===== src/rtl/uart_rx_fifo.sv =====
// uart_rx_fifo
//   Receive-side frame buffer behind the UART receiver. Each completed frame
//   (a `done` pulse, or the rising edge of `stop_error`) becomes one entry of
//   {frame_err, parity_err, data} in a DEPTH-entry circular FIFO. Entries are
//   presented first-word-fall-through on a valid/ready read port.
//
// Parameters
//   UART_SIZE  data bits per frame
//   DEPTH      FIFO entries (power of two, >= 2)
//
// Ports
//   clk, reset          rising-edge clock, synchronous active-high reset
//   rx_data, done       receiver data word and its one-cycle strobe
//   crc_error           receiver parity-error level, captured with each event
//   stop_error          receiver framing-error level; rising edge = event
//   flush               discard all entries (and any same-cycle event)
//   clear_overflow      clear the sticky overflow flag
//   rd_valid/rd_ready   read handshake; pop when both are high
//   rd_data, rd_parity_err, rd_frame_err   head entry
//   count, empty, full  registered occupancy
//   overflow            sticky: an event was dropped because the FIFO was full
//   err_drop_count      saturating count of discarded error events
//
// Build option
//   UART_RX_FIFO_ERR_DROP_EN: when defined, events carrying a parity or
//   framing error are counted in err_drop_count instead of being stored.
//   When undefined, every event is stored and err_drop_count reads 0.

module uart_rx_fifo #(
  parameter int UART_SIZE = 8,
  parameter int DEPTH     = 16
) (
  input  logic                       clk,
  input  logic                       reset,
  input  logic [UART_SIZE-1:0]       rx_data,
  input  logic                       done,
  input  logic                       crc_error,
  input  logic                       stop_error,
  input  logic                       flush,
  input  logic                       clear_overflow,
  output logic                       rd_valid,
  input  logic                       rd_ready,
  output logic [UART_SIZE-1:0]       rd_data,
  output logic                       rd_parity_err,
  output logic                       rd_frame_err,
  output logic [$clog2(DEPTH):0]     count,
  output logic                       empty,
  output logic                       full,
  output logic                       overflow,
  output logic [7:0]                 err_drop_count
);

  localparam int AW = $clog2(DEPTH);
  localparam int CW = AW + 1;
  localparam int EW = UART_SIZE + 2;

  // Entry layout: [EW-1] frame_err, [EW-2] parity_err, [UART_SIZE-1:0] data
  logic [EW-1:0] mem [DEPTH];

  logic          stop_err_q_reg;
  logic [AW-1:0] wr_ptr_reg, wr_ptr_next;
  logic [AW-1:0] rd_ptr_reg, rd_ptr_next;
  logic [CW-1:0] count_reg, count_next;
  logic          empty_reg, full_reg;
  logic          overflow_reg;
  logic [EW-1:0] head_reg;

  logic          frame_evt;
  logic          push_evt;
  logic          store_evt;
  logic          pop;
  logic          wr_en;
  logic          ovf_drop;
  logic          head_bypass;
  logic [EW-1:0] wr_entry;

  // A held framing error yields a single event on its rising edge only.
  assign frame_evt = stop_error & ~stop_err_q_reg;
  assign push_evt  = done | frame_evt;
  assign wr_entry  = {frame_evt, crc_error,
                      frame_evt ? {UART_SIZE{1'b0}} : rx_data};

  assign pop = ~empty_reg & rd_ready;

`ifdef UART_RX_FIFO_ERR_DROP_EN
  logic       is_err;
  logic       err_evt;
  logic [7:0] err_drop_count_reg;

  assign is_err    = frame_evt | crc_error;
  assign store_evt = push_evt & ~is_err;
  // Events discarded by flush do not count as error drops.
  assign err_evt   = push_evt & is_err & ~flush;

  always_ff @(posedge clk) begin
    if (reset) begin
      err_drop_count_reg <= 8'd0;
    end else if (err_evt && err_drop_count_reg != 8'hFF) begin
      err_drop_count_reg <= err_drop_count_reg + 8'd1;
    end
  end

  assign err_drop_count = err_drop_count_reg;
`else
  assign store_evt      = push_evt;
  assign err_drop_count = 8'd0;
`endif

  // A full FIFO still accepts a push when the head is popped in the same cycle.
  assign wr_en    = store_evt & ~flush & (~full_reg | pop);
  assign ovf_drop = store_evt & ~flush & full_reg & ~pop;

  always_comb begin
    wr_ptr_next = wr_ptr_reg;
    rd_ptr_next = rd_ptr_reg;
    count_next  = count_reg;
    if (flush) begin
      wr_ptr_next = '0;
      rd_ptr_next = '0;
      count_next  = '0;
    end else begin
      if (wr_en) wr_ptr_next = wr_ptr_reg + AW'(1);
      if (pop)   rd_ptr_next = rd_ptr_reg + AW'(1);
      count_next = count_reg + CW'(wr_en) - CW'(pop);
    end
  end

  // The new entry lands exactly where the next head will be read (FIFO was
  // empty, or held one entry that is being popped): forward it directly.
  assign head_bypass = wr_en & (wr_ptr_reg == rd_ptr_next);

  // Storage array, no reset so it maps onto RAM.
  always_ff @(posedge clk) begin
    if (!reset && wr_en) begin
      mem[wr_ptr_reg] <= wr_entry;
    end
  end

  always_ff @(posedge clk) begin
    if (reset) begin
      stop_err_q_reg <= 1'b0;
      wr_ptr_reg     <= '0;
      rd_ptr_reg     <= '0;
      count_reg      <= '0;
      empty_reg      <= 1'b1;
      full_reg       <= 1'b0;
      overflow_reg   <= 1'b0;
      head_reg       <= '0;
    end else begin
      stop_err_q_reg <= stop_error;
      wr_ptr_reg     <= wr_ptr_next;
      rd_ptr_reg     <= rd_ptr_next;
      count_reg      <= count_next;
      empty_reg      <= (count_next == '0);
      full_reg       <= (count_next == CW'(DEPTH));
      // Drop wins over a simultaneous clear.
      if (ovf_drop) begin
        overflow_reg <= 1'b1;
      end else if (clear_overflow) begin
        overflow_reg <= 1'b0;
      end
      // Head register only reloads when the head actually changes, so the
      // rd_* outputs stay put while nothing is popped or newly exposed.
      if (head_bypass) begin
        head_reg <= wr_entry;
      end else if (pop) begin
        head_reg <= mem[rd_ptr_next];
      end
    end
  end

  assign rd_valid      = ~empty_reg;
  assign rd_data       = head_reg[UART_SIZE-1:0];
  assign rd_parity_err = head_reg[UART_SIZE];
  assign rd_frame_err  = head_reg[UART_SIZE+1];
  assign count         = count_reg;
  assign empty         = empty_reg;
  assign full          = full_reg;
  assign overflow      = overflow_reg;

endmodule


===== config.mk =====
export PLATFORM = sky130hd
export DESIGN_NAME = uart_rx_fifo
export DESIGN_NICKNAME = d
export VERILOG_FILES = /design/src/rtl/uart_rx_fifo.sv
export SDC_FILE = /design/constraint.sdc
export NUM_CORES = 1
export LEC_CHECK = 0
export CORE_ASPECT_RATIO = 0.75
export CORE_MARGIN = 2
export CORE_UTILIZATION = 30
export DETAILED_ROUTE_END_ITERATION = 12
export GPL_TIMING_DRIVEN = 0
export PLACE_DENSITY = 0.45
export RECOVER_POWER = 25
export SLEW_MARGIN = 20
export SYNTH_ARGS = -nofsm -noshare
export SYNTH_HDL_FRONTEND = slang
export SYNTH_SLANG_ARGS = --single-unit

===== constraint.sdc =====
create_clock -name clk -period 4.8 [get_ports clk]
set_input_delay 0.96 -clock clk [delete_from_list [all_inputs] [get_ports clk]]
set_output_delay 0.96 -clock clk [all_outputs]
set_load 0.005 [all_outputs]

Word-level counts from Yosys, hierarchy flattened. Memories as Yosys holds them, arrays and structs flattened. A register that Yosys moved wholly into a read port is not among the register bits. Cells that the tools add are included.

Bits in registers: 17. RAM bits: 160. Output and inout bits: 27. Memories: 1.

Add/sub/neg operators: 4. Equal/unequal tests: 2. Muxes and demuxes: 8. Bitwise gates (word level): 14. Reduce and logical (&&, ||, !) cells: 6.

Memory list: mem (words 16, width 10, rd ports 1, clocked after Yosys merged registers in 1, write ports 1, line 58) `logic [EW-1:0] mem [DEPTH];`.

Operators with widths (number): $add 4x1->4 const B (2); $mux 4 (2); $mux 8 (1); $and 1x1->1 (7); $add 5x1->5 (1); $eq 5x5->1 const B (1); $logic_not 5->1 (1); $mux 5 (1); $not 1->1 (5); $sub 5x1->5 (1); $eq 4x4->1 (1); $mux 1 (4); $reduce_bool 2->1 (2); $or 1x1->1 (2); $reduce_or 2->1 (1); $logic_and 1x1->1 (1); $logic_not 1->1 (1).

Logic depth before layout (Yosys ltp). Gate-level depths: netlist (run 1).

Word-level depth: 9. Depth in mapped cells: 17. Mapped depth without buffers: 15.

Worst setup path after synthesis (run 1). No wires, ideal clock.

Path type: input to register. From: input port stop_error. To: register full_reg, in the netlist full. Library setup time: 58 ps. Arrival time: 3577 ps. Data required time: 4742 ps. Setup slack: 1166 ps. Stages: 16. Path buffers: 1. Cells stage by stage: nand2b_1 > a21oi_1 > and2_1 > clkbuf_1 > inv_1 > ha_1 > inv_1 > ha_1 > inv_1 > fa_1 > nor2b_1 > o21a_1 > nor3_1 > or3b_2 > inv_1 > o21a_1.

Word-level cells in the longest chain between the ends: 8.

RTL lines: from (decl) (line 38) `input logic stop_error,`; $and 1x1->1 (line 78) `assign frame_evt = stop_error & ~stop_err_q_reg;`; $or 1x1->1 (line 79) `assign push_evt = done | frame_evt;`; $and 1x1->1 (2 in a row) (line 110) `assign wr_en = store_evt & ~flush & (~full_reg | pop);`; $add 5x1->5 (line 124) `count_next = count_reg + CW'(wr_en) - CW'(pop);`; $sub 5x1->5 (line 124); $mux 5 (line 117) `if (flush) begin`; $eq 5x5->1 (line 155) `full_reg <= (count_next == CW'(DEPTH));`; to (signal assigned) (line 155); to (decl) (line 64) `logic empty_reg, full_reg;`.

No other way between the ends. A chain may end at the register's enable or synchronous reset.

Worst setup path after layout (run 1).
From: input port stop_error. To: register empty_reg, in the netlist empty.

Word-level cells in the longest chain between the ends: 8.

RTL lines: $and 1x1->1 (line 78); $or 1x1->1 (line 79); $and 1x1->1 (2 in a row) (line 110); $add 5x1->5 (line 124); $sub 5x1->5 (line 124); $mux 5 (line 117); $logic_not 5->1 (line 154) `empty_reg <= (count_next == '0);`; to (signal assigned) (line 154); to (decl) (line 64).

No other way between the ends.

==> results of run 1 <==
## cells in the final DEF (no fill, tap or decap), types with 9 or more instances in the layout
cell type	Yosys	final
dfxtp_1	27	27
edfxtp_1	160	160
dlygate4sd3_1	0	21
mux4_2	27	27
clkbuf_1	7	9
a311oi_2	10	10
nand2_1	15	15
buf_4	10	10
a31o_1	9	9
mux4_1	13	13
clkbuf_16	0	17
clkdlybuf4s50_1	0	13
inv_1	17	17
nor2_2	0	16
nor2_1	45	29
ha_1	10	10
nand3_1	22	22
a22oi_1	10	10
## power by group
| part | internal [mW] | total, mW | switching [mW] | leakage (nW) |
|---|---|---|---|---|
| Sequential | 1.81 | 1.84 | 0.0277 | 1.68 |
| Clock | 0.717 | 1.34 | 0.619 | 0.267 |
| Combinational | 0.247 | 0.517 | 0.270 | 1.14 |
| Total | 2.77 | 3.69 | 0.917 | 3.08 |
## worst min-delay path: cells and delay by family (launching register included)
kind / cells / cell delay [ns]
compound gates: 1 / 0.06
simple gates: 1 / 0.08
flops: 1 / 0.32
## stage by stage
step                setup WS, ns  setup TNS (ns)  power (mW)  area (um2)  hold WS (ns)
finish                     0.322               0        3.69        9140         0.496
global route              0.0740               0        3.83        9140         0.533
CTS                        0.391               0        3.74        9130         0.504
detailed placement       -0.0694          -0.114        2.41        8580         0.486
global placement         -0.0567         -0.0944        2.40        8550         0.481
floorplan                   1.17               0        2.20        7790         0.476
## logic make-up after synthesis
family / synth area share (%)
DFF: 68.8
and+or+nand+nor: 7.07
buffers and inverters: 3.42
AOI/OAI and AO/OA: 5.27
muxes: 12.2
adders and majority gates: 1.87
xor gates and xnor gates: 1.24
other: 0.0483
## cell type report
class / instances / area [um2] / share of cell area [%]
sequential: 187 / 5350 / 58.5
multi-input combinational: 225 / 2220 / 24.3
clock buffer: 19 / 433 / 4.74
tap: 338 / 423 / 4.63
timing repair buffer: 34 / 340 / 3.72
buffer: 30 / 201 / 2.20
clock inverter: 13 / 116 / 1.27
inverter: 17 / 63.8 / 0.698
## routing by layer
metal	wire [um]	global-route usage [%]
met5	0	0
met4	229	3.96
met3	1020	4.25
met2	8380	21.9
met1	9650	21.8
## final timing paths
check                                 start               endpoint  cells after the start
setup / recovery                 stop_error       empty$_SDFF_PP1_                     17
hold / removal        overflow$_SDFFE_PP0P_  overflow$_SDFFE_PP0P_                      2
setup reg to reg  stop_err_q_reg$_SDFF_PP0_       empty$_SDFF_PP1_                     16
hold reg to reg       overflow$_SDFFE_PP0P_  overflow$_SDFFE_PP0P_                      2
==> impl_metrics.yaml, run 1 <==
placed_design:
  port_buffers: 34
  place_hpwl_um: 12600
  gp_congestion: 0.790
  dp_cells: 831
detailed_routing:
  num_vias: 4190
  dr.pass1.iters: 5
  ant_nets: 0
  wl_per_cell_um: 22.3
  avgViaCountPerCell: 4.86
  first_iter_violations: 378
  wl_um: 19300
  drcViolationCount: 0
cts:
  cts_sinks: 187
  h-tree-depth: 4
  cts_tree: "built"
  clk_latency_ns: 0.44
  cts-resized-gates: 0
  hold_buffers: 0
  cts-buffers-inserted: 17
  path_clk_slew_ns: 0.07
  cts.path.max_buffers: 2
  root_buffer: "clkbuf_16"
  post_cts_buffers: 0
synth:
  synthTopCellsByArea: "edfxtp_1 62%, mux4_2 7.8%, dfxtp_1 7.0%"
  synth.most_common_cell: "edfxtp_1"
  synthDistinctLibCells: 44
  ys_warn_count: 0
  synthFlopType: "edfxtp_1"
  synth-edff-count: 160
  syn_area_um2: 7760
  seq_area_frac_synth_pct: 68.8
  netlist_instances: 452
  synth_top_area_share_pct: 61.9
  avgSynthCellArea_um2: 17.2
  ys_ff_latch: 187
  async_flop_share_pct: 0
  synth_top_area_cell: "edfxtp_1"
  ys_top_cells_by_count: "160 x edfxtp_1, 45 x nor2_1, 27 x dfxtp_1, 27 x mux4_2, 22 x nand3_1"
min_path:
  min-delay-path-class: "reg2reg"
timing:
  setup_viol: 0
  fin_crit_ns: 4.48
  drv_slew: 0
  hold_viol: 0
  tightestPinTransition_ns: 1.03
  post-route-period-util_pct: 93.3
  fmax_ghz: 0.223
  relSlewSlack_pct: 31.1
  skew_ns: 0.0156
  rsz0062_at_grt: "false"
cells_and_area:
  fin_util_pct: 36.3
  num-fill-cells: 2359
  area_delta_synth_final_pct: 17.8
  antenna_cells: 0
  nNetsFinal: 539
  layout-drive-gt1-share_pct: 21.3
  largest_reg_flops: 160
  stdcell_count: 863
grt:
  grt_remaining_overflow: 0
  grt_pass1_vias: 4316
  track_usage_pct: 14.9
  grt_first_pass_wirelength_um: 28600
  antenna_found_initial: 0
  grt_max_degree: 18
floorplanning:
  io-pin-count: 43
  die_x_um: 190
  start_util_pct: 30.8
  die_h_um: 143
  rows: 50
  fp.dieArea_um2: 27200
  fp.coreArea_um2: 25200
pwr:
  ir_drop_mv: 0.264
  p_leak_nw: 3.08
  p_per_area_nw_per_um2: 404
setup_path:
  cp_cell_sequence: "dlygate4sd3_1, nand2b_1, a21oi_1, and2_1, clkbuf_1, inv_1, ha_1, inv_1, ha_1, inv_1, fa_1, nor2b_1, o21a_1, nor3_1, or3b_2, inv_1, nor2_1"
  critPathArrivalTime_ns: 4.80
  cp_top_family: "buffers and inverters"
  crit_fanout: 10
  critical-path-slowest-cell: "dlygate4sd3_1"
  cp_num_buf_inv: 6
  reg2reg_slack_ns: 1.03
  path_common_cell: "inv_1"
  criticalPathCategory: "in2reg"
  max_stage_delay_ns: 0.55
  required_ns: 5.12
  crit_path_start_kind: "primary input"
  endpoint_kind: "flip-flop"
flow_run:
  cap_violations: 0
outcome:
  status: "finished, final reports clean"
Power figures use the tool's default switching activity.
==> inputs of run 2 (changes only) <==
CORE_UTILIZATION = 50   (was 30)
PLACE_DENSITY = 0.68   (was 0.45)
==> run 2 against run 1 <==
- die area fell by 39%
- sequential cell count did not move
- sequential share of layout area rose by 0.98 points
- utilization rose by 23 points
- routed wire length fell by 14%
- critical path depth did not move
- non-clock buffer count did not move
==> impl_metrics.yaml, run 2 (same netlist as run 1, synthesis figures left out) <==
outcome:
  status: "finished, final reports clean"
flow_run:
  cap_violations: 0
cts:
  post_cts_buffers: 0
  hold_buffers: 0
  cts-resized-gates: 0
  path_clk_slew_ns: 0.07
  h-tree-depth: 4
  clk_latency_ns: 0.43
  cts_tree: "built"
  cts_sinks: 187
  cts-buffers-inserted: 17
  root_buffer: "clkbuf_16"
  cts.path.max_buffers: 2
detailed_routing:
  first_iter_violations: 455
  wl_um: 16600
  avgViaCountPerCell: 5.73
  ant_nets: 0
  drcViolationCount: 0
  num_vias: 4185
  wl_per_cell_um: 22.7
  dr.pass1.iters: 6
pwr:
  p_int_mw: 2.85
  ir_drop_mv: 0.276
  p_per_area_nw_per_um2: 415
  clock_power_share_pct: 37.1
  power.total_mw: 3.73
  switchingPower_uw: 888
  p_leak_nw: 3.09
  p_comb_share_pct: 13.7
  swShare_pct: 23.8
  seqPwrFrac_pct: 49.2
cells_and_area:
  antenna_cells: 0
  largest_reg_flops: 160
  nNetsFinal: 539
  area_delta_synth_final_pct: 15.8
  final_common_cell: "edfxtp_1"
  final_cell_mix: "160 x edfxtp_1, 38 x nor2_1, 27 x mux4_2, 27 x dfxtp_1, 22 x nand3_1"
  stdcell_count: 730
  num-fill-cells: 1126
  layout-drive-gt1-share_pct: 20.0
timing:
  finalSetupTns_ns: 0
  setup_viol: 0
  post-route-period-util_pct: 92.1
  worst_slack_ns: 0.381
  rsz0062_at_grt: "false"
  drv_slew: 0
  hold_viol: 0
  fmax_ghz: 0.226
  fin_crit_ns: 4.42
  relSlewSlack_pct: 25.8
  tightestPinTransition_ns: 1.11
  skew_ns: 0.0109
grt:
  top_usage_layer: "met2"
  antenna_found_initial: 0
  grt_first_pass_wirelength_um: 24600
  grt_pass1_vias: 4143
  use_met2_pct: 31.2
  track_usage_pct: 20.7
  grt_max_degree: 18
  grt_remaining_overflow: 0
  met1_usage_pct: 31.0
  grt_util_met3_pct: 5.49
setup_path:
  crit_path_start_kind: "primary input"
  required_ns: 5.17
  criticalPathCategory: "in2reg"
  critPathArrivalTime_ns: 4.79
  endpoint_kind: "flip-flop"
  crit_fanout: 10
floorplanning:
  start_util_pct: 51.0
  die_x_um: 148
  fp.dieArea_um2: 16600
  rows: 39
  fp.coreArea_um2: 15200
  io-pin-count: 43
  die_h_um: 112
placed_design:
  place_hpwl_um: 11000
  port_buffers: 34
  gp_congestion: 0.815
  dp_cells: 698
  preCtsSetupSlack_ns: 0.0771
min_path:
  min-delay-path-class: "reg2reg"
[run 2: through the flow]
stage / hold WS [ns] / util (%) / instance area (um2)
CTS: 0.515 / 59.0 / 8980
global placement: 0.479 / 55.1 / 8390
floorplan: 0.476 / - / 7790
detailed placement: 0.499 / 55.2 / 8400
global route: 0.548 / 59.1 / 8990
finish: 0.509 / 59.1 / 8990
[run 2: power by group through the flow]
| stage | clock [mW] | sequential, mW | combinational, mW |
|---|---|---|---|
| global route | 1.46 | 1.84 | 0.553 |
| CTS | 1.39 | 1.84 | 0.524 |
| global placement | 0 | 1.87 | 0.511 |
| finish | 1.39 | 1.84 | 0.512 |
| floorplan | 0 | 1.87 | 0.334 |
| detailed placement | 0 | 1.87 | 0.521 |
[run 2: final cells by class]
type | instances | area (um2) | share of cell area, %
clock inverters | 12 | 140 | 1.56
multi-input cells | 225 | 2200 | 24.4
inverters | 17 | 63.8 | 0.710
flip-flops and latches | 187 | 5350 | 59.4
repair buffers | 34 | 340 | 3.79
well taps | 205 | 256 | 2.85
clock buffers | 20 | 447 | 4.97
plain buffers | 30 | 201 | 2.24
[run 2: path summary, 6_finish.rpt]
path	start	endpoint	slack, ns	cells past startpoint
max	stop_error	full$_SDFF_PP0_	0.38	17
min	overflow$_SDFFE_PP0P_	overflow$_SDFFE_PP0P_	0.51	2
max reg2reg	stop_err_q_reg$_SDFF_PP0_	full$_SDFF_PP0_	1.09	16
min reg2reg	overflow$_SDFFE_PP0P_	overflow$_SDFFE_PP0P_	0.51	2
[run 2: worst max-delay path, cell delays in order]
cell	delay (ns)
dlygate4sd3_1	0.54
nand2b_1	0.29
a21oi_1	0.28
and2_1	0.14
clkbuf_1	0.31
inv_1	0.20
ha_1	0.33
inv_1	0.06
ha_1	0.15
inv_1	0.06
fa_1	0.43
nor2b_1	0.15
o21a_1	0.15
nor3_1	0.05
or3b_2	0.46
inv_1	0.11
o21a_1	0.12
[run 2: per-layer routing]
metal | vias to the layer above | share of wire (%)
met5 | - | 0
met4 | 0 | 1.2
met3 | 18 | 6.3
met2 | 140 | 46
met1 | 2153 | 47
li1 | 1874 | -
==> inputs of run 3 (changes only) <==
CTS_BUF_LIST = sky130_fd_sc_hd__clkbuf_16   (was not set)
REMOVE_ABC_BUFFERS = 1   (was not set)
==> run 3 against run 2 <==
- sequential power is essentially flat
- routed wire length shrank 5.1%
- power shrank 1.2%
- the run now ends with max-capacitance violations, max-slew violations left
- hold slack gained 0.0044 ns
- register-to-register slack lost 0.06 ns
- first-iteration DRC count shrank 31%
- non-clock buffer count shrank 24
- combinational power shrank 4%
- cell count shrank 3.3%
==> impl_metrics.yaml, run 3 (same netlist as run 1, synthesis figures left out) <==
floorplanning:
  die_x_um: 148
  rows: 39
  start_util_pct: 51.0
  fp.coreArea_um2: 15200
  io-pin-count: 43
  fp.dieArea_um2: 16600
  die_h_um: 112
setup_path:
  endpoint_kind: "flip-flop"
  required_ns: 5.03
  reg2reg_slack_ns: 1.03
  r2r_cells: 10
  r2r-start: "rd_ptr_reg[0]$_SDFF_PP0_"
  crit_path_start_kind: "primary input"
  startpoint: "flush"
  critPathArrivalTime_ns: 4.67
  criticalPathCategory: "in2reg"
  crit_fanout: 15
  r2r-end: "head_reg[7]$_SDFFE_PP0P_"
timing:
  setup_viol: 0
  tightestPinTransition_ns: 1.70
  skew_ns: 0.0129
  fin_crit_ns: 4.44
  hold_viol: 0
  finalSetupTns_ns: 0
  rsz0062_at_grt: "false"
  relSlewSlack_pct: -14.1
  post-route-period-util_pct: 92.4
  fmax_ghz: 0.225
  drv_slew: 12
cells_and_area:
  num-fill-cells: 1146
  final_common_cell: "edfxtp_1"
  largest_reg_flops: 160
  antenna_cells: 0
  layout-drive-gt1-share_pct: 18.0
  nNetsFinal: 515
  final_cell_mix: "160 x edfxtp_1, 33 x nor2_1, 27 x mux4_2, 27 x dfxtp_1, 22 x nand3_1"
  area_delta_synth_final_pct: 14.9
  stdcell_count: 706
cts:
  cts-resized-gates: 0
  h-tree-depth: 4
  path_clk_slew_ns: 0.06
  root_buffer: "clkbuf_16"
  cts_sinks: 187
  cts.path.max_buffers: 2
  hold_buffers: 0
  cts-buffers-inserted: 17
  cts_tree: "built"
  post_cts_buffers: 0
  clk_latency_ns: 0.42
detailed_routing:
  drcViolationCount: 0
  num_vias: 4121
  wl_um: 15700
  ant_nets: 0
  dr.pass1.iters: 5
  wl_per_cell_um: 22.3
  avgViaCountPerCell: 5.84
  first_iter_violations: 313
placed_design:
  gp_congestion: 0.812
  port_buffers: 34
  place_hpwl_um: 9890
  dp_cells: 674
grt:
  antenna_found_initial: 0
  grt_first_pass_wirelength_um: 24200
  grt_remaining_overflow: 0
  track_usage_pct: 20.2
  grt_pass1_vias: 4111
  grt_max_degree: 29
pwr:
  p_leak_nw: 3.05
  seqPwrFrac_pct: 49.8
  p_comb_share_pct: 13.4
  swShare_pct: 23.4
  ir_drop_mv: 0.272
  p_per_area_nw_per_um2: 414
  switchingPower_uw: 865
  p_int_mw: 2.83
  clock_power_share_pct: 36.8
min_path:
  hp-start: "head_reg[9]$_SDFFE_PP0P_"
  min-delay-path-class: "reg2reg"
  min_to: "head_reg[9]$_SDFFE_PP0P_"
  min_path_cells: 2
flow_run:
  cap_violations: 1
outcome:
  violations: "max-capacitance violations, max-slew violations"
  status: "finished, violations left"
[run 3: cell types whose count changed in the layout (fill, tap and decap cells not counted), moves of 4 or more]
cell | previous run | this run
buf_16 | 0 | 4
buf_2 | 5 | 0
buf_4 | 10 | 0
buf_6 | 5 | 1
clkbuf_1 | 9 | 1
nor2_1 | 38 | 33
nor2_2 | 7 | 12
[run 3: cell type report]
cell class	count	area, um2	share of cell area [%]
flip-flops and latches	187	5350	59.9
multi-input cells	225	2210	24.8
repair buffers	40	470	5.27
clock buffers	17	425	4.77
well taps	205	256	2.87
clock inverters	15	150	1.68
inverters	17	63.8	0.715
[run 3: worst max-delay path by stage]
stage / end / slack, ns / cells after the start
after detailed placement: empty$_SDFF_PP1_ / 0.09 / 16
after floorplan: head_reg[0]$_SDFFE_PP0P_ / 0.99 / 7
final: head_reg[7]$_SDFFE_PP0P_ / 0.36 / 10
after global placement: head_reg[7]$_SDFFE_PP0P_ / -1.16 / 8
after CTS: full$_SDFF_PP0_ / 0.51 / 16
after global routing: full$_SDFF_PP0_ / 0.13 / 16
[run 3: power groups by stage]
stage / Sequential, mW / Clock, mW / Combinational [mW]
after global placement: 1.87 / 0 / 0.472
after floorplan: 1.87 / 0 / 0.303
after global routing: 1.84 / 1.44 / 0.540
after CTS: 1.84 / 1.38 / 0.512
final: 1.84 / 1.36 / 0.494
after detailed placement: 1.87 / 0 / 0.507
[run 3: layer usage]
metal	GRT usage (%)	part of all wire, %	up-vias
met4	5.78	0.53	0
met1	30.6	46	2135
met5	0	0	-
met2	30.5	47	159
met3	3.77	6.4	6
li1	-	-	1821
[run 3: worst max-delay path: stages]
cell and delay (ns):
clkdlybuf4s50_1 0.62, inv_1 0.20, a31oi_1 1.35, buf_16 0.25
xnor2_1 0.08, nor2_1 0.09, nand4_1 0.51, buf_6 0.38
nor2_1 0.15, a311oi_2 0.06
[run 3: stage by stage]
step	power [mW]	setup slack [ns]	utilization, %	hold WS [ns]	cell area, um2
floorplan	2.17	0.988	-	0.476	7590
global placement	2.34	-1.16	53.8	0.468	8190
detailed placement	2.38	0.0891	54.7	0.493	8330
CTS	3.73	0.511	58.5	0.516	8910
global route	3.82	0.126	58.6	0.537	8920
finish	3.69	0.363	58.6	0.513	8920
